===== src/rtl/cpu_types_pkg.sv =====
// cpu_types_pkg: shared word, RAM-state and memory-arbiter state types.
package cpu_types_pkg;
    typedef logic [31:0] word_t;
    typedef enum logic [1:0] {FREE, BUSY, ACCESS, ERROR} ramstate_t;
    typedef enum logic [1:0] {IDLE, IGNT, DGNT} arb_state_t;
endpackage


===== src/rtl/mem_arbiter_if.sv =====
// mem_arbiter_if: cache-side request ports plus the RAM-side bus of the memory arbiter.
interface mem_arbiter_if;
    import cpu_types_pkg::*;
    logic iREN, iwait, dREN, dWEN, dwait, ramREN, ramWEN;
    word_t iaddr, iload, daddr, dstore, dload, ramaddr, ramstore, ramload;
    ramstate_t ramstate;
    modport master (
        output iREN, iaddr, dREN, dWEN, daddr, dstore, ramload, ramstate,
        input  iwait, iload, dwait, dload, ramREN, ramWEN, ramaddr, ramstore
    );
    modport slave (
        input  iREN, iaddr, dREN, dWEN, daddr, dstore, ramload, ramstate,
        output iwait, iload, dwait, dload, ramREN, ramWEN, ramaddr, ramstore
    );
endinterface


===== src/rtl/arb_starve_ctr.sv =====
// arb_starve_ctr: saturating count of data grants completed while an instruction fetch waits.
module arb_starve_ctr #(
    parameter int MAX = 4
) (
    input  logic CLK,
    input  logic RST,
    input  logic inc,
    input  logic clr,
    output logic at_max
);
    localparam int W = $clog2(MAX + 2);
    logic [W-1:0] cnt;
    assign at_max = cnt == W'(MAX);
    always_ff @(posedge CLK)
        if (RST || clr) cnt <= '0;
        else if (inc && !at_max) cnt <= cnt + W'(1);
endmodule


===== src/rtl/mem_arbiter.sv =====
// mem_arbiter: shares one RAM between instruction and data ports, data first with a starvation guard.
// Define ARB_PERF_EN to build the perf_i/perf_d/perf_stall counters.
module mem_arbiter
    import cpu_types_pkg::*;
#(
    parameter int STARVE_MAX = 4
`ifdef ARB_PERF_EN
    , parameter int CNT_W = 16
`endif
) (
    input  logic CLK,
    input  logic RST,
    mem_arbiter_if.slave bus
`ifdef ARB_PERF_EN
    , output logic [CNT_W-1:0] perf_i
    , output logic [CNT_W-1:0] perf_d
    , output logic [CNT_W-1:0] perf_stall
`endif
);
    arb_state_t state;
    logic d_req, at_max, i_done, d_done;

    assign d_req  = bus.dREN | bus.dWEN;
    assign i_done = state == IGNT && bus.iREN && bus.ramstate == ACCESS;
    assign d_done = state == DGNT && d_req && bus.ramstate == ACCESS;

    arb_starve_ctr #(.MAX(STARVE_MAX)) u_starve (
        .CLK(CLK),
        .RST(RST),
        .inc(d_done && bus.iREN),
        .clr(i_done),
        .at_max(at_max)
    );

    // A dropped request returns to IDLE without completing; ERROR simply keeps the grant.
    always_ff @(posedge CLK)
        if (RST) state <= IDLE;
        else case (state)
            IDLE:    state <= (bus.iREN && (at_max || !d_req)) ? IGNT : d_req ? DGNT : IDLE;
            IGNT:    state <= (!bus.iREN || i_done) ? IDLE : IGNT;
            DGNT:    state <= (!d_req || d_done) ? IDLE : DGNT;
            default: state <= IDLE;
        endcase

    assign bus.ramREN   = (state == IGNT && bus.iREN) || (state == DGNT && bus.dREN && !bus.dWEN);
    assign bus.ramWEN   = state == DGNT && bus.dWEN;
    assign bus.ramaddr  = state == IGNT ? bus.iaddr : state == DGNT ? bus.daddr : '0;
    assign bus.ramstore = state == DGNT ? bus.dstore : '0;
    assign bus.iwait    = state == IDLE ? bus.iREN : !i_done;
    assign bus.dwait    = state == IDLE ? d_req : !d_done;
    assign bus.iload    = i_done ? bus.ramload : '0;
    assign bus.dload    = d_done ? bus.ramload : '0;

`ifdef ARB_PERF_EN
    always_ff @(posedge CLK)
        if (RST) begin
            perf_i     <= '0;
            perf_d     <= '0;
            perf_stall <= '0;
        end else begin
            perf_i     <= perf_i + CNT_W'(i_done);
            perf_d     <= perf_d + CNT_W'(d_done);
            perf_stall <= perf_stall + CNT_W'(bus.iREN && state != IGNT);
        end
`endif
endmodule


===== src/flat_wrapper.sv =====
// flat-port wrapper written by rule: the top's interface ports become plain ports
module mem_arbiter_flat import cpu_types_pkg::*;
#(
    parameter int STARVE_MAX = 4

)
  (CLK, RST, bus_iREN, bus_iaddr, bus_dREN, bus_dWEN, bus_daddr, bus_dstore, bus_ramload, bus_ramstate, bus_iwait, bus_iload, bus_dwait, bus_dload, bus_ramREN, bus_ramWEN, bus_ramaddr, bus_ramstore);
  mem_arbiter_if bus_i ();
  input  logic CLK;
  input  logic RST;
  input wire logic [$bits(bus_i.iREN)-1:0] bus_iREN;
  input wire logic [$bits(bus_i.iaddr)-1:0] bus_iaddr;
  input wire logic [$bits(bus_i.dREN)-1:0] bus_dREN;
  input wire logic [$bits(bus_i.dWEN)-1:0] bus_dWEN;
  input wire logic [$bits(bus_i.daddr)-1:0] bus_daddr;
  input wire logic [$bits(bus_i.dstore)-1:0] bus_dstore;
  input wire logic [$bits(bus_i.ramload)-1:0] bus_ramload;
  input wire logic [$bits(bus_i.ramstate)-1:0] bus_ramstate;
  output wire logic [$bits(bus_i.iwait)-1:0] bus_iwait;
  output wire logic [$bits(bus_i.iload)-1:0] bus_iload;
  output wire logic [$bits(bus_i.dwait)-1:0] bus_dwait;
  output wire logic [$bits(bus_i.dload)-1:0] bus_dload;
  output wire logic [$bits(bus_i.ramREN)-1:0] bus_ramREN;
  output wire logic [$bits(bus_i.ramWEN)-1:0] bus_ramWEN;
  output wire logic [$bits(bus_i.ramaddr)-1:0] bus_ramaddr;
  output wire logic [$bits(bus_i.ramstore)-1:0] bus_ramstore;
  assign bus_i.iREN = bus_iREN;
  assign bus_i.iaddr = bus_iaddr;
  assign bus_i.dREN = bus_dREN;
  assign bus_i.dWEN = bus_dWEN;
  assign bus_i.daddr = bus_daddr;
  assign bus_i.dstore = bus_dstore;
  assign bus_i.ramload = bus_ramload;
  assign bus_i.ramstate = bus_ramstate;
  assign bus_iwait = bus_i.iwait;
  assign bus_iload = bus_i.iload;
  assign bus_dwait = bus_i.dwait;
  assign bus_dload = bus_i.dload;
  assign bus_ramREN = bus_i.ramREN;
  assign bus_ramWEN = bus_i.ramWEN;
  assign bus_ramaddr = bus_i.ramaddr;
  assign bus_ramstore = bus_i.ramstore;
  mem_arbiter #(.STARVE_MAX(STARVE_MAX)) u_core (.CLK(CLK), .RST(RST), .bus(bus_i));
endmodule

===== config.mk =====
export PLATFORM = sky130hd
export DESIGN_NAME = mem_arbiter_flat
export DESIGN_NICKNAME = d
export VERILOG_FILES = /design/src/rtl/cpu_types_pkg.sv /design/src/rtl/mem_arbiter_if.sv /design/src/rtl/arb_starve_ctr.sv /design/src/rtl/mem_arbiter.sv /design/src/flat_wrapper.sv
export SDC_FILE = /design/constraint.sdc
export NUM_CORES = 1
export LEC_CHECK = 0
export CAP_MARGIN = 20
export CORE_AREA = 2 2 105 107
export CTS_CLUSTER_DIAMETER = 30
export CTS_CLUSTER_SIZE = 25
export DETAILED_ROUTE_END_ITERATION = 10
export DIE_AREA = 0 0 107 109
export PLACE_DENSITY_LB_ADDON = 0.05
export SLEW_MARGIN = 20
export SYNTH_ARGS = -nofsm -noshare
export SYNTH_HDL_FRONTEND = slang
export SYNTH_SLANG_ARGS = --single-unit
export TNS_END_PERCENT = 1

===== constraint.sdc =====
create_clock -name CLK -period 4 [get_ports CLK]
set_clock_uncertainty 0.1 [all_clocks]
set_input_delay 0.8 -clock CLK [delete_from_list [all_inputs] [get_ports CLK]]
set_output_delay 0.8 -clock CLK [all_outputs]
set_load 0.02 [all_outputs]

# [Word-level counts from Yosys, hierarchy flattened]
# Index checks and enable logic that the tools add are counted.
[word_totals] inputBits=135 output_inout_bits=132 elab_cells=42 regBits=5
[classes] n_eq_ne=4 reduce_logical=22 n_addsub=1 bitwise_logic=1 muxes=12
[op_table] operator="$mux 32" n=5
[op_table] operator="$logic_and 1x1->1" n=10
[op_table] operator="$logic_not 1->1" n=6
[op_table] operator="$mux 2" n=3
[op_table] operator="$pmux 2 s3" n=1
[op_table] operator="$logic_or 1x1->1" n=5
[op_table] operator="$eq 2x2->1 const B" n=2
[op_table] operator="$add 3x1->3 const B" n=1
[op_table] operator="$eq 3x3->1 const B" n=1
[op_table] operator="$mux 1" n=3
[op_table] operator="$eq 2x1->1 const B" n=1
[op_table] operator="$logic_not 2->1" n=1
[op_table] operator="$or 1x1->1" n=1

# [Longest topological paths before layout]
# Gate-level depths: netlist (run 1).
[logic_depth] depth_word=6 depth_mapped=5 ltp_nobuf=5

# [By module]
# A second synthesis (run 1) with hierarchy kept.
[unflattened] cells_unflattened=229 area_unflattened_um2=1534.0
[by_module_without_submodules] mod="mem_arbiter" n_inst=1 area_each_um2=1346.3 cells_each=211 seq_area_each_um2=40.0
[by_module_without_submodules] mod="arb_starve_ctr" n_inst=1 area_each_um2=187.7 cells_each=18 seq_area_each_um2=60.1

# [Worst setup path before layout (run 1)]
# Ideal clock, no wire load.
[synth_timing] kind="in2out" start="in bus_dWEN" end="out bus_dwait" cell_stages=4 t_required_ns=3.100 slack_ns=1.185 path_buffers=1 arrival_time_ns=1.915 cell_sequence="or2_2 -> clkbuf_1 -> and3_1 -> o21ai_0"
[synth_between] elab_chain_len=5
[synth_rtl] item="start: declaration" line="flat_wrapper.sv:14" rtl="input wire logic [$bits(bus_i.dWEN)-1:0] bus_dWEN;"
[synth_rtl] item="$or 1x1->1 *" line="mem_arbiter.sv:23" rtl="assign d_req = bus.dREN | bus.dWEN;"
[synth_rtl] item="$logic_and 1x1->1 (2 in a row)" line="mem_arbiter.sv:25" rtl="assign d_done = state == DGNT && d_req && bus.ramstate == ACCESS;"
[synth_rtl] item="$logic_not 1->1" line="mem_arbiter.sv:50" rtl="assign bus.dwait = state == IDLE ? d_req : !d_done;"
[synth_rtl] item="$mux 1 *" line="mem_arbiter.sv:50"
[synth_rtl] item="end: declaration" line="flat_wrapper.sv:21" rtl="output wire logic [$bits(bus_i.dwait)-1:0] bus_dwait;"
# Every way passes the cells marked *; elsewhere a longest branch is shown, timed or not.

# [Final worst setup path (run 1)]
# Same ends and word-level chain as after synthesis.

==> results of run 1 <==
==> through the flow <==
step                      util [%]  total power, uW  cell area (um^2)
after floorplan                  -              204              1410
after global placement        39.8              462              4220
after detailed placement      39.8              463              4220
after CTS                     40.2              558              4270
after global routing          40.2              580              4270
final                         40.2              555              4270
==> cell usage after synthesis (all sizes together) (2+ instances only) <==
cell type   n  share of area [%]
and3       66                 29
inv         4                1.1
o21ai       2               0.71
o31ai       2                1.1
a21oi       3                1.1
clkbuf     17                4.8
a22o       32                 20
a211oi      2                1.1
and4bb      2                1.8
and2       34                 15
nand4       3                1.3
nor2        4                1.2
buf        10                3.9
dfxtp       5                7.1
ha          2                1.8
==> cell families (layout without fill, tap and decap cells) <==
logic type | after synthesis | count (layout) | share of synthesized area, %
adders and majority gates | 2 | 2 | 1.78
DFF | 5 | 5 | 7.11
AOI/OAI and AO/OA | 49 | 49 | 28.5
muxes | 1 | 1 | 0.800
and+or+nand+nor | 115 | 115 | 52.0
buffers and inverters | 31 | 282 | 9.78
==> placed cells by master (no fill, tap or decap), drive strengths merged, types with 2 or more instances in the layout <==
master and n:
nand4 3, and4bb 2, clkbuf 4, a22o 32
and3 66, nor2 4, and2 34, a211oi 2
dfxtp 5, a21oi 3, clkdlybuf4s50 266, buf 8
o31ai 2, inv 4, o21ai 2, ha 2
==> flip-flops by register name, summed over array words and instances (netlist names) <==
name / cells
u_core.state: 2
u_core.u_starve.cnt: 3
==> cell type report <==
type,instances,area [um^2]
Fill cell,1099,6340
Timing Repair Buffer,274,2760
Multi-Input combinational cell,167,1170
Tap cell,140,175
Sequential cell,5,100
Clock buffer,4,45.0
Inverter,4,15.0
==> per-layer routing <==
metal	part of all wire (%)	global-route usage (%)
met2	52	29.3
met1	40	17.3
met3	6.9	3.59
met4	1.1	1.76
met5	0	0
==> tightest hold or removal path, stage by stage, from the launching register on <==
cell and delay, ps:
dfxtp_1 320, o31ai_1 60, a21oi_1 50
==> worst paths after layout <==
kind | cells past startpoint | endpoint | slack [ps]
min reg2reg | 2 | u_core.u_starve.cnt[0] | 380
min | 2 | u_core.u_starve.cnt[0] | 380
max | 5 | bus_dwait | 480
max reg2reg | 4 | u_core.u_starve.cnt[2] | 2300
==> where the power goes <==
part           internal (uW)  switching, uW  leakage [uW]
Combinational            242            163       0.00175
Sequential              51.6           3.15     0.0000407
Clock                   68.5           25.9     0.0000228
==> metrics.cfg, run 1 <==
[outcome]
status=finished, final reports clean

[timing]
hold-worst-slack_ps=381
fin_crit_ps=3520
timing.final.ws_setup_ps=484
worst-slew-pin-transition_ps=489
post-route-period-util_pct=87.9
slew_viol_final=0
setup-tns-final_ps=0
max_slew_margin_pct=67.4
finalSetupViolCount=0
hold_viol=0
max_freq_mhz=284
rsz0062_at_grt=false

[logic_synthesis]
synth.distinct_cells=33
synth_edf_count=0
syn_inst=203
synthArstFlopShare_pct=0
synth_area_um2=1410
synth_flop_cell=dfxtp_1
syn-num-nets=340
synth-seq-cells=5
ys_seq_area_share_pct=7.11
syn_area_per_cell_um2=6.93
yosysWarnings=0

[layout]
layout-drive-gt1-share_pct=3.30
finalNetCount=592
antenna_cells=0
instances_no_fill=594
area_delta_synth_final_pct=203

[setup_path]
end_kind=output port
crit_slowest_cell=clkdlybuf4s50_1
path_delay_family=buffers and inverters
critPathKind=in -> out
cp_cell_sequence=clkdlybuf4s50_1, or2_2, and3_1, o21ai_0, clkdlybuf4s50_1
r2r-start=u_core.state[1]
cpMostUsedCell=clkdlybuf4s50_1
critPathMaxFanout=7
cp_data_required_time_ps=3100
startpoint=bus_dWEN
critPathLaunchType=primary input
crit_arrival_ps=2620
crit_buf_inv=2
max_stage_delay_ps=660

[min_path]
hold_start=u_core.u_starve.cnt[0]
hp-class=reg -> reg

[die]
core.rowCount=38
ioPinCount=267
die_h_um=109
fp.coreArea_um2=10600
die_w_um=107
initial_core_util_pct=13.3
fp.dieArea_um2=11700

[power]
p_per_area_nw_per_um2=130
ir_drop_mv=0.0710
leakage_uw=0.00182

[route]
wl_um=10000
drt_iter0_drc=118
drt-wirelength-per-cell_um=16.8
drtPass1Iterations=4
ant_nets=0
vias_per_cell=4.26
num_vias=2530
route.detailed.drc=0

[clock_network]
clockBufferDepth=2
clk_pin_slew_ps=40
clock_latency_ps=220
numCtsBuffers=3
cts-root-buf=clkbuf_8
ctsHoldBuffers=0
ctsResizeCount=0
numClockSinks=5
tritoncts=done
htree_levels=1
postCtsSetupBuffers=0

[global_routing]
gr-total-overflow=0
grt_pass1_vias=2319
grt_start_max_net_pins=45
antenna_found_initial=0
grt_usage_pct=15.1
grt_first_pass_wirelength_um=13800

[placement]
placed_cells=590
place_hpwl_um=8230
place_ws_ps=464
portBuffers=266
gp_congestion=0.757

[job]
cap_violations=0

Power figures use the tool's default switching activity.
==> run 2, diff against run 1 <==
--- a/config.mk
+++ b/config.mk
@@ -12,8 +12,9 @@
 export DETAILED_ROUTE_END_ITERATION = 10
 export DIE_AREA = 0 0 107 109
 export PLACE_DENSITY_LB_ADDON = 0.05
+export REMOVE_ABC_BUFFERS = 1
 export SLEW_MARGIN = 20
 export SYNTH_ARGS = -nofsm -noshare
 export SYNTH_HDL_FRONTEND = slang
 export SYNTH_SLANG_ARGS = --single-unit
-export TNS_END_PERCENT = 1
+export TNS_END_PERCENT = 30
==> run 2 against run 1 <==
Via count up 0.47%. Worst setup slack lost 34 ps. Sequential cell count unchanged. Count of clock-buffer cells in the layout unchanged. Cell count unchanged. Maximum frequency down 0.96%. Non-clock buffer count did not move. Combinational power about the same. Critical path type unchanged. Critical endpoint is now bus_dload[7]. Sequential share of layout area about the same. Wire length increased by 0.81%.
==> metrics.cfg, run 2 (synthesis gave the netlist of run 1 again) <==
[layout]
reg_top3=u_core.u_starve.cnt x3, u_core.state x2
largest_reg_flops=3
area_delta_synth_final_pct=201
finalNetCount=592
fillCellCount=1105
antenna_cells=0
layout-drive-gt1-share_pct=3.30
layout_commonest_cell=clkdlybuf4s50_1
most-common-layout-cells=clkdlybuf4s50_1 (266), and3_1 (66), and2_1 (34)
regMostFlops=u_core.u_starve.cnt

[power]
leakage_uw=0.00181
ir_drop_mv=0.0629
p_per_area_nw_per_um2=131

[setup_path]
critPathLaunchType=primary input
ff2ff_path_depth=5
critPathMaxFanout=32
r2r_setup_slack_ps=2300
r2r-start=u_core.u_starve.cnt[0]
rr_endpoint=u_core.u_starve.cnt[2]
critPathKind=in -> out
startpoint=bus_ramstate[0]
cp_data_required_time_ps=3100
crit_arrival_ps=2650
cp-endpoint=bus_dload[7]
end_kind=output port

[route]
vias_per_cell=4.28
drtPass1Iterations=4
drt_iter0_drc=184
route.detailed.drc=0
wl_um=10100
ant_nets=0
num_vias=2542
drt-wirelength-per-cell_um=17.0

[clock_network]
clk_pin_slew_ps=30
htree_levels=1
postCtsSetupBuffers=0
clock_latency_ps=220
cts-root-buf=clkbuf_8
numClockSinks=5
ctsHoldBuffers=0
clockBufferDepth=2
tritoncts=done
numCtsBuffers=3
ctsResizeCount=0

[die]
fp.dieArea_um2=11700
die_w_um=107
initial_core_util_pct=13.3
ioPinCount=267
core.rowCount=38
die_h_um=109
fp.coreArea_um2=10600

[global_routing]
grt_pass1_vias=2427
antenna_found_initial=0
grt_start_max_net_pins=41
gr-total-overflow=0
grt_first_pass_wirelength_um=14200
grt_usage_pct=16.0

[placement]
gp_congestion=0.769
place_hpwl_um=8530
portBuffers=266

[timing]
post-route-period-util_pct=88.8
max_slew_margin_pct=74.2
rsz0062_at_grt=false
setup-tns-final_ps=0
worst-slew-pin-transition_ps=378
slew_viol_final=0
hold_viol=0
max_freq_mhz=282
finalSetupViolCount=0
fin_crit_ps=3550
hold-worst-slack_ps=392

[outcome]
status=finished, final reports clean

[job]
cap_violations=0

[min_path]
hp-class=reg -> reg

-- run 2: cell types whose count changed in the layout (fill, tap and decap cells not counted) --
cell,change
buf_12,-2
buf_4,+2
-- run 2: critical path: stages --
cell	delay, ps
clkdlybuf4s50_1	450
and4bb_1	400
buf_12	200
and3_1	170
clkdlybuf4s50_1	620
-- run 2: worst min path at each step --
stage / startpoint / endpoint / slack, ps / cells after the start
after floorplan: u_core.u_starve.cnt[0] / u_core.u_starve.cnt[0] / 360 / 2
after global placement: u_core.u_starve.cnt[0] / u_core.u_starve.cnt[0] / 380 / 2
after detailed placement: u_core.u_starve.cnt[1] / u_core.u_starve.cnt[1] / 390 / 2
after CTS: u_core.u_starve.cnt[1] / u_core.u_starve.cnt[1] / 390 / 2
after global routing: u_core.u_starve.cnt[1] / u_core.u_starve.cnt[1] / 400 / 2
final: u_core.u_starve.cnt[1] / u_core.u_starve.cnt[1] / 390 / 2
-- run 2: per-stage QoR --
stage                     setup slack (ps)  power (uW)  utilization [%]  instance area, um^2  instances
after floorplan                       1160         192                -                 1280        176
after global placement                 465         465             39.6                 4200        590
after detailed placement               432         465             39.6                 4200        590
after CTS                              442         563             40.0                 4240        594
after global routing                   341         587             40.0                 4240        594
final                                  449         554             40.0                 4240        594
-- run 2: report_power, final --
part	internal [uW]	leakage [uW]	switching, uW	total [uW]
clock	68.4	0.0000228	25.0	93.4
combinational	240	0.00175	166	406
sequential	51.6	0.0000407	2.95	54.6
-- run 2: routing by layer --
metal | up-vias | routed length, um | global-route usage (%)
met2 | 166 | 5460 | 32.7
li1 | 1255 | - | -
met1 | 1119 | 3550 | 16.3
met5 | - | 0 | 0
met3 | 2 | 1060 | 4.66
met4 | 0 | 10 | 1.95
-- run 2: layout make-up --
cell class	count	area (um^2)	share of cell area, %
inverters	4	15.0	0.354
multi-input cells	167	1170	27.6
clock buffers	4	45.0	1.06
flip-flops and latches	5	100	2.36
repair buffers	274	2740	64.5
well taps	140	175	4.13
